==> config.mk <==
export PLATFORM = sky130hd
export DESIGN_NAME = seq_divider_flat
export DESIGN_NICKNAME = d
export VERILOG_FILES = /design/src/rtl/seq_divider_pkg.sv /design/src/rtl/seq_divider_if.sv /design/src/rtl/seq_divider_div_step.sv /design/src/rtl/seq_divider.sv /design/src/flat_wrapper.sv
export SDC_FILE = /design/constraint.sdc
export NUM_CORES = 1
export LEC_CHECK = 0
export CAP_MARGIN = 20
export CORE_UTILIZATION = 35
export CTS_CLUSTER_SIZE = 30
export DETAILED_ROUTE_END_ITERATION = 6
export GPL_TIMING_DRIVEN = 1
export HOLD_SLACK_MARGIN = 0.02
export REMOVE_ABC_BUFFERS = 1
export SYNTH_ARGS = -nofsm -noshare
export SYNTH_HDL_FRONTEND = slang
export SYNTH_HIERARCHICAL = 1
export SYNTH_SLANG_ARGS = --single-unit
==> constraint.sdc <==
create_clock -name i_clk -period 8.7 [get_ports i_clk]
set_input_delay 1.74 -clock i_clk [delete_from_list [all_inputs] [get_ports i_clk]]
set_output_delay 1.74 -clock i_clk [all_outputs]
set_load 0.05 [all_outputs]
==> src/rtl/seq_divider_pkg.sv <==
`default_nettype none
// ============================================================================
// Module   : div_pkg
// Purpose  : Shared types, constants and helpers for the seq_divider block.
// Revision : 1.0 - initial release
// ============================================================================
package div_pkg;

  typedef enum logic [1:0] {
    IDLE = 2'd0,
    CALC = 2'd1,
    FIX  = 2'd2,
    DONE = 2'd3
  } div_state_e;

  localparam int DIV_W_DEFAULT = 32;
  localparam int DIV_W_MAX     = 64;

  // Operates on a sign-extended DIV_W_MAX-bit value; callers truncate to their width.
  function automatic logic [DIV_W_MAX-1:0] abs_val(input logic [DIV_W_MAX-1:0] value,
                                                    input logic                 signed_flag);
    return (signed_flag && value[DIV_W_MAX-1]) ? -value : value;
  endfunction

endpackage
`default_nettype wire

==> src/rtl/seq_divider_if.sv <==
`default_nettype none
// ============================================================================
// Module   : seq_divider_if
// Purpose  : Start/operand request and result bundle of the sequential divider.
// Revision : 1.0 - initial release
// ============================================================================
interface seq_divider_if
  import div_pkg::*;
#(
  parameter int DATA_W = DIV_W_DEFAULT
);
  logic              i_start;
  logic              i_signed;
  logic [DATA_W-1:0] i_dividend;
  logic [DATA_W-1:0] i_divisor;
  logic              o_busy;
  logic              o_valid;
  logic [DATA_W-1:0] o_quotient;
  logic [DATA_W-1:0] o_remainder;
  logic              o_div_by_zero;

  modport master (
    output i_start, i_signed, i_dividend, i_divisor,
    input  o_busy, o_valid, o_quotient, o_remainder, o_div_by_zero
  );

  modport slave (
    input  i_start, i_signed, i_dividend, i_divisor,
    output o_busy, o_valid, o_quotient, o_remainder, o_div_by_zero
  );
endinterface
`default_nettype wire

==> src/rtl/seq_divider_div_step.sv <==
`default_nettype none
// ============================================================================
// Module   : div_step
// Purpose  : One combinational shift-subtract-restore step of the divider.
// Revision : 1.0 - initial release
// ============================================================================
module div_step
  import div_pkg::*;
#(
  parameter int DATA_W = DIV_W_DEFAULT
) (
  input  logic [DATA_W-1:0] i_rem,
  input  logic              i_bit,
  input  logic [DATA_W-1:0] i_divisor,
  output logic [DATA_W-1:0] o_rem,
  output logic              o_qbit
);

  logic [DATA_W:0] w_trial;

  assign w_trial = {i_rem, i_bit} - {1'b0, i_divisor};

  // A set remainder MSB means the shifted value exceeds any divisor, even if the
  // DATA_W+1-bit difference wraps; its low DATA_W bits are still exact.
  assign o_qbit = i_rem[DATA_W-1] | ~w_trial[DATA_W];
  assign o_rem  = o_qbit ? w_trial[DATA_W-1:0] : {i_rem[DATA_W-2:0], i_bit};

endmodule
`default_nettype wire

==> src/rtl/seq_divider.sv <==
`default_nettype none
// ============================================================================
// Module   : seq_divider
// Purpose  : Multi-cycle restoring divider for DIV/DIVU/REM/REMU, one quotient
//            bit per cycle. Optional: SEQ_DIV_EARLY_OUT_EN skips CALC when
//            |divisor| > |dividend|.
// Revision : 1.0 - initial release
// ============================================================================
module seq_divider
  import div_pkg::*;
#(
  parameter int DATA_W = DIV_W_DEFAULT
) (
  input  logic        i_clk,
  input  logic        i_reset,
  seq_divider_if.slave bus
);

  localparam int                     c_cnt_w    = $clog2(DATA_W);
  localparam logic [c_cnt_w-1:0]     c_cnt_last = c_cnt_w'(DATA_W - 1);
  localparam logic [DIV_W_MAX-1:0]   c_ext_mask = ~DIV_W_MAX'({DATA_W{1'b1}});

  div_state_e        state_q, state_d;
  logic [DATA_W-1:0] dvd_q, dvd_d;
  logic [DATA_W-1:0] dsr_q, dsr_d;
  logic [DATA_W-1:0] rem_q, rem_d;
  logic [c_cnt_w-1:0] cnt_q, cnt_d;
  logic              neg_quo_q, neg_quo_d;
  logic              neg_rem_q, neg_rem_d;
  logic              dbz_q, dbz_d;
  logic [DATA_W-1:0] quo_out_q, quo_out_d;
  logic [DATA_W-1:0] rem_out_q, rem_out_d;
  logic              dbz_out_q, dbz_out_d;

  logic                 w_dvd_neg;
  logic                 w_dsr_neg;
  logic [DIV_W_MAX-1:0] w_dvd_ext;
  logic [DIV_W_MAX-1:0] w_dsr_ext;
  logic [DATA_W-1:0]    w_dvd_mag;
  logic [DATA_W-1:0]    w_dsr_mag;
  logic                 w_dsr_zero;
  logic [DATA_W-1:0]    w_step_rem;
  logic                 w_step_qbit;

  assign w_dvd_neg  = bus.i_signed & bus.i_dividend[DATA_W-1];
  assign w_dsr_neg  = bus.i_signed & bus.i_divisor[DATA_W-1];
  assign w_dvd_ext  = DIV_W_MAX'(bus.i_dividend) | (w_dvd_neg ? c_ext_mask : '0);
  assign w_dsr_ext  = DIV_W_MAX'(bus.i_divisor)  | (w_dsr_neg ? c_ext_mask : '0);
  assign w_dvd_mag  = DATA_W'(abs_val(w_dvd_ext, bus.i_signed));
  assign w_dsr_mag  = DATA_W'(abs_val(w_dsr_ext, bus.i_signed));
  assign w_dsr_zero = (bus.i_divisor == '0);

  div_step #(
    .DATA_W (DATA_W)
  ) u_div_step (
    .i_rem     (rem_q),
    .i_bit     (dvd_q[DATA_W-1]),
    .i_divisor (dsr_q),
    .o_rem     (w_step_rem),
    .o_qbit    (w_step_qbit)
  );

  always_ff @(posedge i_clk) begin
    if (i_reset) begin
      state_q   <= IDLE;
      dvd_q     <= '0;
      dsr_q     <= '0;
      rem_q     <= '0;
      cnt_q     <= '0;
      neg_quo_q <= 1'b0;
      neg_rem_q <= 1'b0;
      dbz_q     <= 1'b0;
      quo_out_q <= '0;
      rem_out_q <= '0;
      dbz_out_q <= 1'b0;
    end else begin
      state_q   <= state_d;
      dvd_q     <= dvd_d;
      dsr_q     <= dsr_d;
      rem_q     <= rem_d;
      cnt_q     <= cnt_d;
      neg_quo_q <= neg_quo_d;
      neg_rem_q <= neg_rem_d;
      dbz_q     <= dbz_d;
      quo_out_q <= quo_out_d;
      rem_out_q <= rem_out_d;
      dbz_out_q <= dbz_out_d;
    end
  end

  always_comb begin
    state_d   = state_q;
    dvd_d     = dvd_q;
    dsr_d     = dsr_q;
    rem_d     = rem_q;
    cnt_d     = cnt_q;
    neg_quo_d = neg_quo_q;
    neg_rem_d = neg_rem_q;
    dbz_d     = dbz_q;
    quo_out_d = quo_out_q;
    rem_out_d = rem_out_q;
    dbz_out_d = dbz_out_q;

    unique case (state_q)
      IDLE: begin
        if (bus.i_start) begin
          dvd_d     = w_dvd_mag;
          dsr_d     = w_dsr_mag;
          rem_d     = '0;
          cnt_d     = '0;
          neg_quo_d = w_dvd_neg ^ w_dsr_neg;
          neg_rem_d = w_dvd_neg;
          dbz_d     = w_dsr_zero;
          // Shortcut paths park |dividend| in rem so FIX's sign fix-up restores it.
          if (w_dsr_zero) begin
            rem_d   = w_dvd_mag;
            state_d = FIX;
          end
`ifdef SEQ_DIV_EARLY_OUT_EN
          else if (w_dsr_mag > w_dvd_mag) begin
            rem_d   = w_dvd_mag;
            dvd_d   = '0;
            state_d = FIX;
          end
`endif
          else begin
            state_d = CALC;
          end
        end
      end

      CALC: begin
        rem_d = w_step_rem;
        dvd_d = {dvd_q[DATA_W-2:0], w_step_qbit};
        cnt_d = cnt_q + 1'b1;
        if (cnt_q == c_cnt_last) begin
          state_d = FIX;
        end
      end

      FIX: begin
        quo_out_d = dbz_q ? {DATA_W{1'b1}} : (neg_quo_q ? -dvd_q : dvd_q);
        rem_out_d = neg_rem_q ? -rem_q : rem_q;
        dbz_out_d = dbz_q;
        state_d   = DONE;
      end

      DONE: begin
        state_d = IDLE;
      end

      default: begin
        state_d = IDLE;
      end
    endcase
  end

  assign bus.o_busy        = (state_q == CALC) || (state_q == FIX);
  assign bus.o_valid       = (state_q == DONE);
  assign bus.o_quotient    = quo_out_q;
  assign bus.o_remainder   = rem_out_q;
  assign bus.o_div_by_zero = dbz_out_q;

endmodule
`default_nettype wire

==> src/flat_wrapper.sv <==
// flat-port wrapper written by rule: the top's interface ports become plain ports
module seq_divider_flat import div_pkg::*;
#(
  parameter int DATA_W = DIV_W_DEFAULT
)
  (i_clk, i_reset, bus_i_start, bus_i_signed, bus_i_dividend, bus_i_divisor, bus_o_busy, bus_o_valid, bus_o_quotient, bus_o_remainder, bus_o_div_by_zero);
  seq_divider_if #(.DATA_W(DATA_W)) bus_i ();
  input  logic i_clk;
  input  logic i_reset;
  input wire logic [$bits(bus_i.i_start)-1:0] bus_i_start;
  input wire logic [$bits(bus_i.i_signed)-1:0] bus_i_signed;
  input wire logic [$bits(bus_i.i_dividend)-1:0] bus_i_dividend;
  input wire logic [$bits(bus_i.i_divisor)-1:0] bus_i_divisor;
  output wire logic [$bits(bus_i.o_busy)-1:0] bus_o_busy;
  output wire logic [$bits(bus_i.o_valid)-1:0] bus_o_valid;
  output wire logic [$bits(bus_i.o_quotient)-1:0] bus_o_quotient;
  output wire logic [$bits(bus_i.o_remainder)-1:0] bus_o_remainder;
  output wire logic [$bits(bus_i.o_div_by_zero)-1:0] bus_o_div_by_zero;
  assign bus_i.i_start = bus_i_start;
  assign bus_i.i_signed = bus_i_signed;
  assign bus_i.i_dividend = bus_i_dividend;
  assign bus_i.i_divisor = bus_i_divisor;
  assign bus_o_busy = bus_i.o_busy;
  assign bus_o_valid = bus_i.o_valid;
  assign bus_o_quotient = bus_i.o_quotient;
  assign bus_o_remainder = bus_i.o_remainder;
  assign bus_o_div_by_zero = bus_i.o_div_by_zero;
  seq_divider #(.DATA_W(DATA_W)) u_core (.i_clk(i_clk), .i_reset(i_reset), .bus(bus_i));
endmodule
Word-level counts from Yosys, hierarchy flattened
Index checks and enable logic that the tools add are counted.
Word-level totals
  output and inout port bits: 67
  logic and storage cells: 58
  flip-flop bits (word level): 171
Operators by class
  reduce and logical (&&, ||, !) cells: 9
  bitwise logic cells: 7
  muxes and demuxes: 19
  $add $sub $neg: 6
  equality and inequality tests: 6
Operators with widths (number)
  two-way mux 32 bit: 9
  two-way mux 64 bit: 2
  negation 32 bit: 4
  bitwise OR 32 x 64 -> 64 bit: 2
  one-hot mux 32 bit (2 select lines): 2
  subtractor 33 x 32 -> 33 bit: 1
  logical NOT 32 bit: 1
  one-hot mux 5 bit (2 select lines): 1
  one-hot mux 2 bit (4 select lines): 1
  two-way mux 2 bit: 3
  AND reduction 2 bit: 3
  adder 5 x 1 -> 5 bit (second input constant): 1
  equality test 5 bit (second input constant): 1
  two-way mux 5 bit: 1
  equality test 2 bit (second input constant): 2
  bitwise AND 1 bit: 2
  equality test 2 x 1 -> 1 bit (second input constant): 1
  logical AND 1 bit: 2
  logical NOT 2 bit: 1
  != test 2 x 1 -> 1 bit (second input constant): 1
  != test 2 bit (second input constant): 1
  nonzero test 2 bit: 1
  logical OR 1 bit: 1
  NOT 1 bit: 1
  2 further kinds: 2

Longest topological paths before layout
Gate-level depths: netlist (run 1).
  depth after elaboration: 8
  gate-level depth with buffers: 18
  depth with buffers taken out: 15

Hierarchy
The synthesis (run 1) kept the hierarchy.
Modules (own cells, without submodules)
  seq_divider: seq. area each 3423.3 um2, cells an instance 1252, area an instance 9897.0 um2, instances 1
  div_step: seq. area each 0.0 um2, cells an instance 334, area an instance 2110.8 um2, instances 1

Least setup slack after synthesis (run 1)
Ideal clock, no wire load.
  path type: input -> register
  start point: input port bus_i_dividend[1]
  end point: register u_core.dvd_q[24]
  path slack: 5.148 ns
  buffers on the path: 1
  cell stages on the path: 8
  arrival: 3.434 ns
  setup time: 0.117 ns
  cells stage by stage: inv_1 -> ha_1 -> or4b_2 -> clkbuf_1 -> nor3_1 -> and4_1 -> nor3_1 -> a32o_1
On the way
  cells in the longest elaborated chain, start to end: 5
Ends and longest elaborated chain
  from (decl): line flat_wrapper.sv:12  | input wire logic [$bits(bus_i.i_dividend)-1:0] bus_i_dividend;
  bitwise OR 32 x 64 -> 64 bit: line seq_divider.sv:47  | assign w_dvd_ext = DIV_W_MAX'(bus.i_dividend) | (w_dvd_neg ? c_ext_mask : '0);
  negation 32 bit: line seq_divider_pkg.sv:22  | return (signed_flag && value[DIV_W_MAX-1]) ? -value : value;
  two-way mux 32 bit: line seq_divider_pkg.sv:22
  two-way mux 32 bit: line seq_divider.sv:106  | if (bus.i_start) begin
  one-hot mux 32 bit (2 select lines): line seq_divider.sv:104  | unique case (state_q)
  to (signal assigned): line seq_divider.sv:78  | dvd_q <= dvd_d;
  to (decl): line seq_divider.sv:24  | logic [DATA_W-1:0] dvd_q, dvd_d;
No other way between the ends. The select of a mux whose other input is x is not followed.
A chain may end at the register's enable or synchronous reset.

Final worst setup path (run 1)
  start point: input port bus_i_divisor[8]
  end point: register u_core.rem_q[1]
On the way
  cells in the longest elaborated chain, start to end: 4
Ends and longest elaborated chain
  from (decl): line flat_wrapper.sv:13  | input wire logic [$bits(bus_i.i_divisor)-1:0] bus_i_divisor;
  logical NOT 32 bit: line seq_divider.sv:51  | assign w_dsr_zero = (bus.i_divisor == '0);
  two-way mux 32 bit: line seq_divider.sv:115  | if (w_dsr_zero) begin
  two-way mux 32 bit: line seq_divider.sv:106
  one-hot mux 32 bit (2 select lines): line seq_divider.sv:104
  to (signal assigned): line seq_divider.sv:80  | rem_q <= rem_d;
  to (decl): line seq_divider.sv:26  | logic [DATA_W-1:0] rem_q, rem_d;
No other way between the ends. The select of a mux whose other input is x is not followed.

==> results of run 1 <==
worst max-delay path, delay by kind of cell:
family	cells	cell delay, ps
and+or+nand+nor	3	2040
buffers and inverters	1	460
AOI/OAI and AO/OA	2	430
worst paths after layout:
kind,start,to,slack [ps],depth (start not counted)
worst max-delay path,bus_i_divisor[8],u_core/rem_q[1],4350,6
worst min-delay path,u_core/neg_quo_q,u_core/neg_quo_q,460,2
worst max register to register,u_core/dsr_q[5],u_core/rem_q[24],4660,14
worst min register to register,u_core/neg_quo_q,u_core/neg_quo_q,460,2
cell families (layout without fill, tap and decap cells):
group / Yosys count / count (layout) / synth area share, %
xor+xnor: 128 / 128 / 9.34
flops: 171 / 171 / 28.5
simple gates: 527 / 527 / 21.9
mux: 21 / 21 / 1.77
other cells: 0 / 1 / 0
fa+ha+maj: 43 / 43 / 4.54
compound gates: 513 / 513 / 27.9
buf+inv: 183 / 246 / 6.09
metal layers:
| metal | part of all wire [%] | global-route usage (%) |
|---|---|---|
| met5 | 0 | 0 |
| met4 | 2.0 | 6.65 |
| met3 | 7.6 | 4.41 |
| met2 | 44 | 33.9 |
| met1 | 46 | 31.0 |
layout make-up:
type                            count  area (sq um)  share of cell area [%]
Sequential cell                   171          3420                    24.2
Clock inverter                     13           133                   0.938
Tap cell                          448           561                    3.97
Antenna cell                        1          2.50                  0.0177
Timing Repair Buffer              147          1440                    10.2
Multi-Input combinational cell   1232          7890                    55.8
Clock buffer                       19           443                    3.13
Inverter                           67           251                    1.78
cells in the mapped netlist (7+ instances only):
master	instances
or3_1	18
a21oi_1	125
nor2_1	157
o41ai_1	23
a21boi_0	9
nand4_1	18
or4_1	13
nor3_1	44
o211ai_1	8
buf_1	11
nor4_1	29
and3_1	15
mux2i_1	19
nand2b_1	22
and4_1	8
clkbuf_1	92
xor2_1	72
a221oi_1	12
o31ai_1	27
ha_1	42
nand3_1	43
nand2_1	115
o21ai_1	33
inv_1	65
dfxtp_1	171
and2_1	10
a21o_1	10
a31oi_1	24
a311oi_1	12
a211oi_1	72
xnor2_1	56
or2_2	7
a41oi_1	8
o21ai_0	98
stage by stage:
step / setup slack [ps] / std cells / total power [uW] / cell area (sq um)
2_1_floorplan: 3170 / 1470 / 4060 / 11500
3_3_place_gp: 4050 / 2065 / 5100 / 13600
3_5_place_dp: 3970 / 2065 / 5150 / 13600
4_1_cts: 4400 / 2097 / 5930 / 14100
5_1_grt: 4130 / 2098 / 6380 / 14100
6_report: 4350 / 2098 / 5950 / 14100
state kept, by name (all words and copies together) (netlist names):
register                  count
u_core/dbz_q                  1
u_core/bus.o_remainder       32
u_core/neg_rem_q              1
u_core/bus.o_quotient        32
u_core/dvd_q                 32
u_core/cnt_q                  5
u_core/bus.o_div_by_zero      1
u_core/neg_quo_q              1
u_core/rem_q                 32
u_core/dsr_q                 32
u_core/state_q                2
power groups by stage:
stage               Sequential (uW)  Clock (uW)  Combinational (uW)
floorplan                      1660           0                2400
global placement               1410           0                3700
detailed placement             1410           0                3740
CTS                            1400         785                3750
global route                   1440         817                4130
finish                         1400         770                3780
==> key figures, run 1 <==
Place
  – Gpl congestion: 0.918
  – Detail Placement HPWL: 29300 um
  – I/O Buffers: 134

Pwr
  – Clock share of power: 12.9%
  – Sw power: 3110 uW
  – Peak supply drop: 0.227 mV
  – Cell internal pwr: 2840 uW
  – Pwr/cell area: 421 nW/um^2
  – Switching share of total power: 52.3%
  – Seq pwr share: 23.6%
  – Leak: 0.00498 uW
  – Logic pwr share: 63.5%

Timing
  – Post-route clock period utilization: 50.0%
  – # setup viols final: 0
  – Hold_ws: 459 ps
  – Least-Margin Pin Slew: 1140 ps
  – RSZ-0062 raised after global routing: false
  – Final Hold Vio Count: 0
  – Crit path time final: 4350 ps
  – Achievable frequency: 0.230 GHz
  – Final Max Slew Viols: 0
  – Max Clock Skew: 16.2 ps
  – Setup TNS: 0 ps
  – Max-slew headroom: 24.0%

Route
  – DRT Pass-1 Iters: 6
  – Via Count: 12100
  – Wire length per cell: 18.9 um
  – Drc violations: 0
  – ANT nets after route: 0
  – Drt total wl: 39700 um
  – 1st-iter DRT viols: 1150
  – Vias per Instance: 5.78

CTS
  – CTS buffer count: 17
  – Clock tree sinks: 171
  – Clock buffer depth: 2
  – Max H-tree Level: 4
  – Later-pin clock latency in the skew report: 450 ps
  – Clk slew on worst S/H paths: 70 ps
  – Setup Fix Bufs, Post-CTS: 0
  – Hold Buf Count CTS: 0
  – Root Buffer: clkbuf_16
  – TritonCTS clock tree: built
  – Cts repair resizes: 0

Yosys
  – Top FF cell, synth: dfxtp_1
  – Asr flop ratio synth: 0%
  – Avg Inst Size Synth: 7.57 sq um
  – Synth top area cells: dfxtp_1 29%, xor2_1 5.3%, a21oi_1 5.2%
  – Synthesis Warnings: 6
  – Syn Inst Count: 1586
  – Register area share after synthesis: 28.5%
  – Share of the synthesized area in the top cell type: 28.5%
  – Largest area contributor in the netlist: dfxtp_1
  – Synth cell types: 76
  – Post-Syn Area: 12000 sq um
  – EDFF count, synth: 0
  – Flops & latches, synth: 171

Critical path
  – Crit-path cells: clkdlybuf4s50_1, nor3_1, and4b_1, and4_1, a221oi_1, a211oi_1
  – Crit Path Category: in2reg
  – CP max FO: 16
  – Worst setup EP type: flip-flop
  – Critical Path RT: 9050 ps
  – Critical Path Max Stage Delay: 790 ps
  – CP max stage cell: and4_1
  – Arrival time worst endpoint: 4700 ps
  – Critical Path Start Type: primary input

Global routing
  – Total GRT Usage: 22.1%
  – Antenna violations before repair: 1
  – Global-route wire length before repair: 61300 um
  – Largest net degree at the start of global routing: 90
  – GRT overflow: 0
  – Vias in the first global route: 10800

Finish
  – Most frequent cells in the layout: 171 x dfxtp_1, 157 x nor2_1, 133 x clkdlybuf4s50_1, 124 x a21oi_1, 115 x nand2_1
  – Fin nets: 1747
  – Util after Layout: 42.0%
  – # fillers: 3425
  – Synth-to-Final Area Change: 17.7%
  – Layout cell share with drive strength beyond 1: 4.55%
  – Commonest non-fill, non-tap cell in the layout: dfxtp_1

Die
  – Core area: 33600 sq um
  – Die Width: 187 um
  – Die span in y: 187 um
  – Initial core utilization: 35.7%
  – Io pins: 135
  – Die area: 35100 sq um
  – Std cell rows: 67

Status
  – Status: completed

Worst hold path
  – Worst min-delay path category: reg2reg

Job
  – Reported max-cap violation count: 0
(Power assumes the default switching activity.)
==> inputs of run 2 (changes only) <==
==> constraint.sdc (replaced) <==
create_clock -name i_clk -period 4.27 [get_ports i_clk]
set_input_delay 0.854 -clock i_clk [delete_from_list [all_inputs] [get_ports i_clk]]
set_output_delay 0.854 -clock i_clk [all_outputs]
set_load 0.05 [all_outputs]
==> key figures, run 2 (synthesis gave the netlist of run 1 again) <==
Route
  – Wire length per cell: 19.2 um
  – Uppermost routed layer: met4
  – Vias per Instance: 5.78
  – Routed length on met2: 18000 um
  – DRT Pass-1 Iters: 5
  – Met1 Wirelength: 19000 um
  – 1st-iter DRT viols: 1266
  – ANT nets after route: 0
  – Via Count: 12300
  – Met3 WL: 2900 um
  – Drt total wl: 40700 um
  – Drc violations: 0

Critical path
  – Critical Path Start Type: flip-flop
  – Critical Path RT: 4580 ps
  – Crit Path Category: reg2reg
  – Arrival time worst endpoint: 4090 ps
  – CP max FO: 58
  – Worst setup EP type: flip-flop

Pwr
  – Peak supply drop: 0.419 mV
  – Overall power: 12400 uW
  – Pwr/cell area: 865 nW/um^2
  – Leak: 0.00511 uW

Finish
  – # diodes: 0
  – Layout cell share with drive strength beyond 1: 5.91%
  – Commonest non-fill, non-tap cell in the layout: dfxtp_1
  – Fin nets: 1772
  – Most frequent cells in the layout: 171 x dfxtp_1, 157 x nor2_1, 133 x clkdlybuf4s50_1, 124 x a21oi_1, 115 x nand2_1
  – Design area: 14400 sq um
  – Synth-to-Final Area Change: 19.5%

Worst hold path
  – Worst min-delay path category: reg2reg

CTS
  – Clk slew on worst S/H paths: 70 ps
  – Max H-tree Level: 4
  – TritonCTS clock tree: built
  – Clock tree sinks: 171
  – Root Buffer: clkbuf_16
  – Later-pin clock latency in the skew report: 430 ps
  – Cts repair resizes: 0
  – Setup Fix Bufs, Post-CTS: 0
  – Clock buffer depth: 2
  – CTS buffer count: 17
  – Hold Buf Count CTS: 0

Timing
  – RSZ-0062 raised after global routing: false
  – Final Hold Vio Count: 0
  – Max-slew headroom: 32.7%
  – Setup TNS: 0 ps
  – Final Max Slew Viols: 0
  – Least-Margin Pin Slew: 1010 ps
  – Crit path time final: 3780 ps
  – Achievable frequency: 0.265 GHz
  – # setup viols final: 0
  – Post-route clock period utilization: 88.5%
  – Post-route setup slack: 492 ps
  – Max Clock Skew: 11.6 ps

Die
  – Core area: 33600 sq um
  – Initial core utilization: 35.7%
  – Io pins: 135
  – Die span in y: 187 um
  – Std cell rows: 67
  – Die Width: 187 um
  – Die area: 35100 sq um

Global routing
  – Antenna violations before repair: 0
  – Largest net degree at the start of global routing: 91
  – GRT overflow: 0
  – Total GRT Usage: 22.7%
  – Vias in the first global route: 11100
  – Global-route wire length before repair: 63000 um

Place
  – Detail Placement HPWL: 30100 um
  – I/O Buffers: 134
  – Area post-placement: 13800 sq um
  – Gpl congestion: 0.927
  – Place WS: 570 ps

Status
  – Status: completed

Job
  – Reported max-cap violation count: 0
## run 2: power breakdown
group          internal (uW)  switching, uW
sequential              2160            577
combinational           2900           5160
clock                    904            714
## run 2: per-layer routing
metal	track usage, %	vias up
met4	6.65	0
met3	3.36	46
met1	32.4	5764
met2	35.1	461
met5	0	-
li1	-	5987
## run 2: final cells by class
type                            instances  area [sq um]
Clock buffer                           21           460
Clock inverter                         11           135
Fill cell                            3480         19300
Inverter                               67           251
Multi-Input combinational cell       1232          7890
Sequential cell                       171          3420
Tap cell                              448           561
Timing Repair Buffer                  172          1640
## run 2: worst paths after layout
path / depth (start not counted) / slack, ps / endpoint / start
min reg2reg: 2 / 460 / u_core/dsr_q[0] / u_core/dsr_q[0]
max: 13 / 490 / u_core/rem_q[24] / u_core/rem_q[4]
min: 2 / 460 / u_core/dsr_q[0] / u_core/dsr_q[0]
max reg2reg: 13 / 490 / u_core/rem_q[24] / u_core/rem_q[4]
## run 2: worst max-delay path, stage by stage, from the launching register on
cell and delay, ps:
dfxtp_1 440, ha_1 320, a21o_1 220, a211o_1 290
o211ai_2 210, o21ai_1 100, and2_1 240, a2111oi_4 440
o31a_4 560, inv_2 110, mux2_1 330, a21oi_1 170
a21oi_1 80, a21boi_0 130
## run 2: per-stage QoR
step	std cells	utilization [%]	hold WS (ps)
CTS	2122	42.7	462
floorplan	1470	-	434
finish	2122	42.7	461
detailed placement	2090	40.9	453
global route	2122	42.7	498
global placement	2090	40.9	451
